===== src/rtl/ad_acq_sequencer.sv =====
// Parallel 16-bit ADC acquisition sequencer: ADC reset, periodic conversion start,
// busy tracking and per-channel read burst into the acquisition FIFO.
module ad_acq_sequencer #(
   parameter int unsigned CHANNELS   = 8,
   parameter int unsigned RST_CYC    = 10,
   parameter int unsigned CONV_LOW   = 2,
   parameter int unsigned SAMPLE_DIV = 1000,
   parameter int unsigned RD_LOW     = 2,
   parameter int unsigned RD_HIGH    = 2,
   parameter int unsigned BUSY_TO    = 500
) (
   input  logic        clk,
   input  logic        reset,
   input  logic        start,
   input  logic        ad_busy,
   input  logic        first_data,
   input  logic [15:0] ad_data,
   input  logic        fifo_full,
   output logic        ad_reset,
   output logic        ad_convst,
   output logic        ad_cs_n,
   output logic        ad_rd_n,
   output logic        fifo_wrreq,
   output logic [15:0] fifo_data,
   output logic [2:0]  fifo_ch,
   output logic        data_flag,
   output logic [15:0] ovr_cnt,
   output logic        sync_err,
   output logic        busy_timeout
);

   localparam logic [15:0] RST_LAST    = 16'(RST_CYC - 1);
   localparam logic [15:0] CONV_LAST   = 16'(CONV_LOW - 1);
   localparam logic [15:0] RD_LOW_W    = 16'(RD_LOW);
   localparam logic [15:0] RD_CAPTURE  = 16'(RD_LOW - 1);
   localparam logic [15:0] RD_LAST     = 16'(RD_LOW + RD_HIGH - 1);
   localparam logic [15:0] PERIOD_LOAD = 16'(SAMPLE_DIV - 1);
   // Period counter value reached exactly BUSY_TO cycles after CONV entry.
   localparam logic [15:0] TO_MARK     = 16'(SAMPLE_DIV - BUSY_TO);
   localparam logic [2:0]  CH_LAST     = 3'(CHANNELS - 1);

   typedef enum logic [2:0] {
      S_INIT, S_IDLE, S_CONV, S_WAIT_BUSY, S_READ, S_GAP
   } state_t;

   state_t      state, state_n;
   logic [15:0] cnt, cnt_n;
   logic [15:0] period, period_n;
   logic [2:0]  ch, ch_n;
   logic        busy_q, busy_qq, busy_fall;
   logic        capture, to_hit;
   logic        nxt_ad_reset, nxt_convst, nxt_cs_n, nxt_rd_n;

   assign busy_fall = busy_qq & ~busy_q;

   always_comb begin
      state_n = state;
      cnt_n   = cnt + 16'd1;
      ch_n    = ch;
      capture = 1'b0;
      to_hit  = 1'b0;
      unique case (state)
         S_INIT: begin
            if (cnt == RST_LAST) begin
               state_n = S_IDLE;
               cnt_n   = 16'd0;
            end
         end
         S_IDLE: begin
            cnt_n = 16'd0;
            // Honouring the remaining period keeps a timed-out frame on the sample grid.
            if (start && period == 16'd0) state_n = S_CONV;
         end
         S_CONV: begin
            if (cnt == CONV_LAST) begin
               state_n = S_WAIT_BUSY;
               cnt_n   = 16'd0;
            end
         end
         S_WAIT_BUSY: begin
            cnt_n = 16'd0;
            if (busy_fall) begin
               state_n = S_READ;
               ch_n    = 3'd0;
            end else if (period == TO_MARK) begin
               state_n = S_IDLE;
               to_hit  = 1'b1;
            end
         end
         S_READ: begin
            capture = (cnt == RD_CAPTURE);
            if (cnt == RD_LAST) begin
               cnt_n = 16'd0;
               if (ch == CH_LAST) state_n = S_GAP;
               else               ch_n    = ch + 3'd1;
            end
         end
         S_GAP: begin
            cnt_n = 16'd0;
            if (period == 16'd0) state_n = start ? S_CONV : S_IDLE;
         end
         default: begin
            state_n = S_INIT;
            cnt_n   = 16'd0;
         end
      endcase

      period_n = period;
      if (state_n == S_CONV && state != S_CONV) period_n = PERIOD_LOAD;
      else if (state != S_INIT && period != 16'd0) period_n = period - 16'd1;

      // NOTE: pin strobes are decoded from the next state and registered so the ADC never sees decode glitches.
      nxt_ad_reset = (state_n == S_INIT);
      nxt_convst   = (state_n != S_CONV);
      nxt_cs_n     = (state_n != S_READ);
      nxt_rd_n     = !((state_n == S_READ) && (cnt_n < RD_LOW_W));
   end

   // NOTE: all sequential state uses non-blocking assignments so every flop samples pre-edge values.
   always_ff @(posedge clk) begin
      if (!reset) begin
         state        <= S_INIT;
         cnt          <= 16'd0;
         period       <= 16'd0;
         ch           <= 3'd0;
         busy_q       <= 1'b0;
         busy_qq      <= 1'b0;
         ad_reset     <= 1'b1;
         ad_convst    <= 1'b1;
         ad_cs_n      <= 1'b1;
         ad_rd_n      <= 1'b1;
         fifo_wrreq   <= 1'b0;
         fifo_data    <= 16'd0;
         fifo_ch      <= 3'd0;
         data_flag    <= 1'b0;
         ovr_cnt      <= 16'd0;
         sync_err     <= 1'b0;
         busy_timeout <= 1'b0;
      end else begin
         state      <= state_n;
         cnt        <= cnt_n;
         period     <= period_n;
         ch         <= ch_n;
         busy_q     <= ad_busy;
         busy_qq    <= busy_q;
         ad_reset   <= nxt_ad_reset;
         ad_convst  <= nxt_convst;
         ad_cs_n    <= nxt_cs_n;
         ad_rd_n    <= nxt_rd_n;
         fifo_wrreq <= capture & ~fifo_full;
         data_flag  <= capture;
         if (capture) begin
            fifo_data <= ad_data;
            fifo_ch   <= ch;
         end
         if (capture && fifo_full && ovr_cnt != 16'hFFFF) ovr_cnt <= ovr_cnt + 16'd1;
         if (capture && (first_data != (ch == 3'd0))) sync_err <= 1'b1;
         if (to_hit) busy_timeout <= 1'b1;
      end
   end

endmodule


===== config.mk =====
export PLATFORM = sky130hd
export DESIGN_NAME = ad_acq_sequencer
export DESIGN_NICKNAME = d
export VERILOG_FILES = /design/src/rtl/ad_acq_sequencer.sv
export SDC_FILE = /design/constraint.sdc
export NUM_CORES = 1
export LEC_CHECK = 0
export ABC_AREA = 1
export CORE_ASPECT_RATIO = 1.75
export CORE_MARGIN = 8
export CORE_UTILIZATION = 30
export DETAILED_ROUTE_END_ITERATION = 7
export HOLD_SLACK_MARGIN = 0.08
export PLACE_DENSITY = 0.53
export SETUP_SLACK_MARGIN = 0.15
export SLEW_MARGIN = 15
export SYNTH_ARGS = -nofsm -noshare
export SYNTH_HDL_FRONTEND = slang
export SYNTH_SLANG_ARGS = --single-unit
export TNS_END_PERCENT = 50

===== constraint.sdc =====
create_clock -name clk -period 3.5 [get_ports clk]
set_clock_uncertainty 0.05 [all_clocks]
set_input_delay 0.525 -clock clk [delete_from_list [all_inputs] [get_ports clk]]
set_output_delay 0.525 -clock clk [all_outputs]
set_load 0.02 [all_outputs]

==> results of run 1 <==
==> critical path, stage by stage (launching register included) <==
cell and delay (ps):
dfxtp_1 410, ha_1 240, nand2_2 70, nor2_2 110, nand2_2 80, nor2_4 380
nand2_2 130, a21oi_4 370, nand2_1 110, o21ai_0 180, nor2_1 60
==> sequential cells by signal, indices dropped and copies added, names as in the netlist <==
| name | flops |
|---|---|
| busy_q | 1 |
| fifo_data | 16 |
| period | 16 |
| ad_cs_n | 1 |
| state | 3 |
| ch | 3 |
| fifo_ch | 3 |
| ad_convst | 1 |
| cnt | 16 |
| busy_timeout | 1 |
| sync_err | 1 |
| data_flag | 1 |
| ovr_cnt | 16 |
| ad_reset | 1 |
| busy_qq | 1 |
| ad_rd_n | 1 |
| fifo_wrreq | 1 |
==> power by group <==
| part | internal (W) | switching [W] |
|---|---|---|
| logic | 0.0000374 | 0.0000398 |
| registers | 0.000949 | 0.00000634 |
| clock network | 0.000546 | 0.000383 |
| total | 0.00153 | 0.000429 |
==> final cells by class <==
cell class / count / area (µm²)
fill: 1502 / 8800
multi-input combinational: 457 / 2280
sequential: 83 / 1660
timing repair buffer: 66 / 656
inverter: 67 / 251
clock buffer: 10 / 229
tap: 180 / 225
clock inverter: 5 / 55.1
==> kinds of logic (layout without fill, tap and decap cells) <==
logic type	count (synthesis)	in the layout	synth area share [%]
simple gates	343	343	35.0
buf+inv	85	148	8.20
flops	83	83	38.7
compound gates	79	79	10.2
xor+xnor	27	27	5.51
fa+ha+maj	8	8	2.33
==> how the worst max path moves through the flow <==
stage / depth (start not counted) / slack (ps) / startpoint / to
5_1_grt: 10 / 960 / cnt[10]$_SDFF_PN0_ / ovr_cnt[5]$_SDFFE_PN0P_
2_1_floorplan: 9 / 1690 / ovr_cnt[0]$_SDFFE_PN0P_ / ovr_cnt[12]$_SDFFE_PN0P_
3_3_place_gp: 10 / 1200 / cnt[0]$_SDFF_PN0_ / ovr_cnt[5]$_SDFFE_PN0P_
6_report: 10 / 1190 / cnt[0]$_SDFF_PN0_ / ovr_cnt[5]$_SDFFE_PN0P_
4_1_cts: 10 / 1160 / cnt[0]$_SDFF_PN0_ / ovr_cnt[5]$_SDFFE_PN0P_
3_5_place_dp: 10 / 1170 / cnt[0]$_SDFF_PN0_ / ovr_cnt[5]$_SDFFE_PN0P_
==> cell usage after synthesis, types with 2 or more instances <==
cell,instances,share of area [%]
nand3_1,36,4.2
a21oi_2,2,0.41
clkbuf_1,11,0.96
xnor2_1,9,1.8
or2_2,2,0.29
nor3_1,16,1.9
dfxtp_1,83,39
nand2_1,130,11
inv_1,65,5.7
o21ai_0,38,4.4
and3_1,3,0.44
nand4_1,8,1.2
nor2_1,124,11
nor2_2,7,1.0
nor3b_1,2,0.35
o211ai_1,2,0.35
nor2_4,3,0.79
buf_2,2,0.23
a21oi_1,29,3.4
buf_4,2,0.35
nand2_2,5,0.73
buf_6,3,0.79
nand3_2,2,0.47
ha_1,8,2.3
a211oi_1,3,0.53
xor2_1,18,3.7
==> stage by stage <==
| step | util (%) | power (W) | setup slack (ps) | hold WS, ps |
|---|---|---|---|---|
| 2_1_floorplan | - | 0.00102 | 1690 | 357 |
| 5_1_grt | 37.8 | 0.00204 | 965 | 412 |
| 4_1_cts | 37.8 | 0.00199 | 1160 | 384 |
| 6_report | 37.8 | 0.00196 | 1190 | 380 |
| 3_3_place_gp | 35.8 | 0.00105 | 1200 | 373 |
| 3_5_place_dp | 35.8 | 0.00105 | 1170 | 374 |
==> metal layers <==
layer / up-vias / share of wire (%) / track usage (%)
li1: 2099 / - / -
met2: 95 / 56 / 25.5
met5: - / 0 / 0
met3: 17 / 3.6 / 3.04
met1: 1896 / 38 / 13.0
met4: 0 / 2.7 / 6.02
==> cell usage in the layout, fill, tap and decap left out, drive strengths merged <==
cell / instances
nor4: 1
nand3: 38
xor2: 18
and3: 3
clkinvlp: 2
buf: 2
nor2: 135
nor3: 17
bufinv: 1
xnor2: 9
nand4: 9
nand2: 135
a211oi: 3
o211ai: 2
nand3b: 1
o21a: 1
clkbuf: 10
o21ai: 39
ha: 8
inv: 66
clkinv: 3
or2: 2
dfxtp: 83
a21oi: 32
o21bai: 1
nor3b: 2
clkdlybuf4s50: 64
o31ai: 1
==> metrics.csv, run 1 <==
stage,metric,value,unit
clocking,cts bufs inserted,9,
route,Initial DRT Pass Iterations,5,
placement,HPWL after DPL,9000,µm
route,via count,4107,
clocking,clock sinks,83,
critical_path,crit-path max FO,22,
sta,Worst Tran Pin Value,872,ps
yosys,syn avg cell area,6.86,µm²
layout,Layout Nets,714,
floorplanning,initial core utilization,30.3,%
clocking,CTS resizes,0,
sta,Max-slew headroom,41.7,%
sta,Final Hold Viols,0,
yosys,number of synthesized flops with an enable pin,0,
placement,IO buf count,64,
critical_path,r2r endpoint,ovr_cnt[5]$_SDFFE_PN0P_,
critical_path,Setup CP Type,reg2reg,
clocking,H-tree depth,3,
layout,Antenna Cells,0,
clocking,Clock transition at path regs,60,ps
yosys,Synth cell types,38,
critical_path,worst flop-to-flop path startpoint,cnt[0]$_SDFF_PN0_,
clocking,worst-skew pair later-pin latency,340,ps
yosys,yosys warns,0,
sta,fmax,432,MHz
floorplanning,Die X,106,µm
global_route,number of global-route vias before repair,4172,
floorplanning,Die H,174,µm
yosys,Syn Inst Count,625,
critical_path,Reg2Reg Depth,10,
pwr,Leak,2.28,nW
flow_run,max-cap violations,0,
critical_path,WP data required,3680,ps
status,status,"complete, no violations",
yosys,"Top FF cell, synth",dfxtp_1,
yosys,syn_nets,655,
placement,placed cell count,853,
layout,Layout area overhead,24.8,%
global_route,global route overflow,0,
sta,RSZ-0062 raised after global routing,no,
yosys,fraction of the yosys area taken by sequential cells,38.7,%
floorplanning,I/O pins,65,
clocking,Post-CTS Hold Buffers,0,
route,final wirelength,11900,µm
route,Post-DRT Antenna Nets,0,
floorplanning,die area,0.0185,mm²
clocking,CTS root buf,clkbuf_16,
route,drt initial violations,198,
yosys,#FFs+latches synth,83,
critical_path,crit end category,register,
critical_path,nature of the critical path startpoint,register,
global_route,Total GRT Usage,13.3,%
layout,Layout Cells excl Fill,868,
placement,dpl cell area,0.00507,mm²
clocking,CTS tree,built,
floorplanning,Core Area,0.0142,mm²
route,via density per instance,4.73,
layout,layout cells sized above 1,6.25,%
global_route,largest net degree at the start of global routing,36,
sta,Setup TNS,0,ps
sta,final setup vio count,0,
clocking,CTS Buffer Depth,2,
min_path,worst hold stages,2,
sta,period utilisation layout,66.1,%
yosys,ys async rst share,0,%
min_path,hold endpoint,busy_qq$_SDFF_PN0_,
yosys,Mapped Area,0.00429,mm²
critical_path,Reg2Reg Setup Slack,1190,ps
route,WL per Instance,13.7,µm
placement,routability cong.,0.883,
floorplanning,Rows,58,
critical_path,worst path arrival time,2500,ps
sta,Tmin final,2310,ps
min_path,Min-Delay Path Class,reg2reg,
min_path,Hold Path Origin,busy_q$_SDFF_PN0_,
sta,fin. max-slew vios,0,
clocking,Setup Buffers After CTS,0,
global_route,initial antenna violation count,0,
pwr,Cell Pwr Density,366,mW/mm²
route,detailed-route DRC error count,0,
global_route,global-route wire length before repair,20000,µm
pwr,Peak VDD IR,0.274,mV
layout,final instance area,0.00535,mm²
Note: power is estimated with default switching activity, not from simulation.
==> run 2: changes to the inputs <==
PLACE_DENSITY = 0.55   (was 0.53)
clock period = 2.03 ns   (was 3.5 ns; I/O delays follow)
==> metrics.csv, run 2 (same netlist as run 1, synthesis figures left out) <==
stage,metric,value,unit
status,status,"complete, no violations",
floorplanning,initial core utilization,30.3,%
route,drt initial violations,195,
layout,"most common cell after layout, fill and taps aside",nand2_1,
global_route,global-route wire length before repair,20200,µm
critical_path,crit-path max FO,5,
pwr,Peak VDD IR,0.330,mV
layout,most frequent cells in the layout,"126 x nand2_1, 118 x nor2_1, 73 x dfxtp_1, 64 x clkdlybuf4s50_1, 63 x inv_1",
global_route,global route overflow,0,
sta,Worst Tran Pin Value,540,ps
clocking,clock sinks,83,
layout,layout cells sized above 1,14.8,%
clocking,CTS tree,built,
route,final wirelength,12500,µm
layout,Antenna Cells,0,
critical_path,Setup CP Type,reg2out,
floorplanning,Core Area,0.0142,mm²
clocking,Clock transition at path regs,70,ps
route,detailed-route DRC error count,0,
sta,Setup TNS,0,ps
critical_path,crit end category,output port,
layout,Layout Nets,741,
layout,final instance area,0.00577,mm²
sta,period utilisation layout,91.4,%
clocking,cts bufs inserted,9,
critical_path,nature of the critical path startpoint,register,
global_route,number of global-route vias before repair,4274,
sta,fmax,539,MHz
floorplanning,I/O pins,65,
global_route,Total GRT Usage,13.5,%
critical_path,worst path arrival time,1500,ps
global_route,largest net degree at the start of global routing,38,
critical_path,WP data required,1680,ps
pwr,Leak,2.44,nW
floorplanning,die area,0.0185,mm²
route,via count,4225,
floorplanning,Rows,58,
route,via density per instance,4.72,
clocking,H-tree depth,3,
clocking,CTS Buffer Depth,2,
placement,routability cong.,0.891,
min_path,Hold Path Origin,busy_q$_SDFF_PN0_,
clocking,CTS root buf,clkbuf_16,
flow_run,max-cap violations,0,
global_route,initial antenna violation count,0,
layout,Layout area overhead,34.5,%
clocking,worst-skew pair later-pin latency,340,ps
route,WL per Instance,13.9,µm
critical_path,critical path startpoint,ovr_cnt[0]$_SDFFE_PN0P_,
placement,IO buf count,64,
sta,fin. max-slew vios,0,
min_path,Min-Delay Path Class,reg2reg,
floorplanning,Die H,174,µm
layout,# fillers,1454,
sta,RSZ-0062 raised after global routing,yes,
floorplanning,Die X,106,µm
route,Post-DRT Antenna Nets,0,
placement,dpl cell area,0.00520,mm²
pwr,Cell Pwr Density,590,mW/mm²
placement,HPWL after DPL,9230,µm
sta,Tmin final,1850,ps
sta,final setup vio count,0,
sta,Final Hold Viols,0,
sta,Max-slew headroom,63.7,%
critical_path,worst flop-to-flop path startpoint,cnt[8]$_SDFF_PN0_,
route,Initial DRT Pass Iterations,6,
[run 2: worst paths after layout]
check | end | slack (ps) | cells past startpoint
worst max-delay path | ovr_cnt[0] | 180 | 2
worst min register to register | busy_qq$_SDFF_PN0_ | 390 | 2
worst min-delay path | busy_qq$_SDFF_PN0_ | 390 | 2
worst max register to register | ovr_cnt[0]$_SDFFE_PN0P_ | 200 | 10
[run 2: timing repair]
item | CTS | global route
pin swaps | 0 | 15
gates cloned | 0 | 1
hold buffers | 0 | 0
setup buffers | 0 | 10
gates resized for setup | 5 | 51
endpoints found under the setup margin | 3 | 22
[run 2: cell type report]
| cell class | instances | area [µm²] | share of cell area (%) |
|---|---|---|---|
| sequential | 83 | 1680 | 29.2 |
| timing repair buffer | 92 | 871 | 15.1 |
| tap | 180 | 225 | 3.91 |
| inverter | 67 | 251 | 4.36 |
| clock inverter | 5 | 35.0 | 0.608 |
| multi-input combinational | 458 | 2450 | 42.4 |
| clock buffer | 11 | 253 | 4.38 |
[run 2: worst max-delay path, stage by stage (launching register included)]
cell             delay (ps)
dfxtp_1                 380
buf_4                   180
clkdlybuf4s50_1         610
[run 2: layer usage]
layer | GRT usage (%) | up-vias | share of wire, %
li1 | - | 2160 | -
met1 | 13.1 | 1952 | 37
met2 | 25.6 | 84 | 55
met3 | 2.63 | 29 | 3.9
met4 | 6.96 | 0 | 3.8
met5 | 0 | - | 0
[run 2: per-stage QoR]
step                setup slack, ps  hold WS (ps)  total power [W]  instances  util [%]
global placement                100           374          0.00183        869      36.8
global route                   87.1           433          0.00353        896      40.8
CTS                             143           400          0.00343        885      38.9
finish                          175           392          0.00340        896      40.8
floorplan                       216           334          0.00176        625         -
detailed placement             75.7           379          0.00183        869      36.8
[run 2: power breakdown]
part           switching (W)  leakage [nW]  internal, W
sequential         0.0000130         0.675      0.00163
clock               0.000698         0.142     0.000899
combinational      0.0000805          1.62    0.0000771
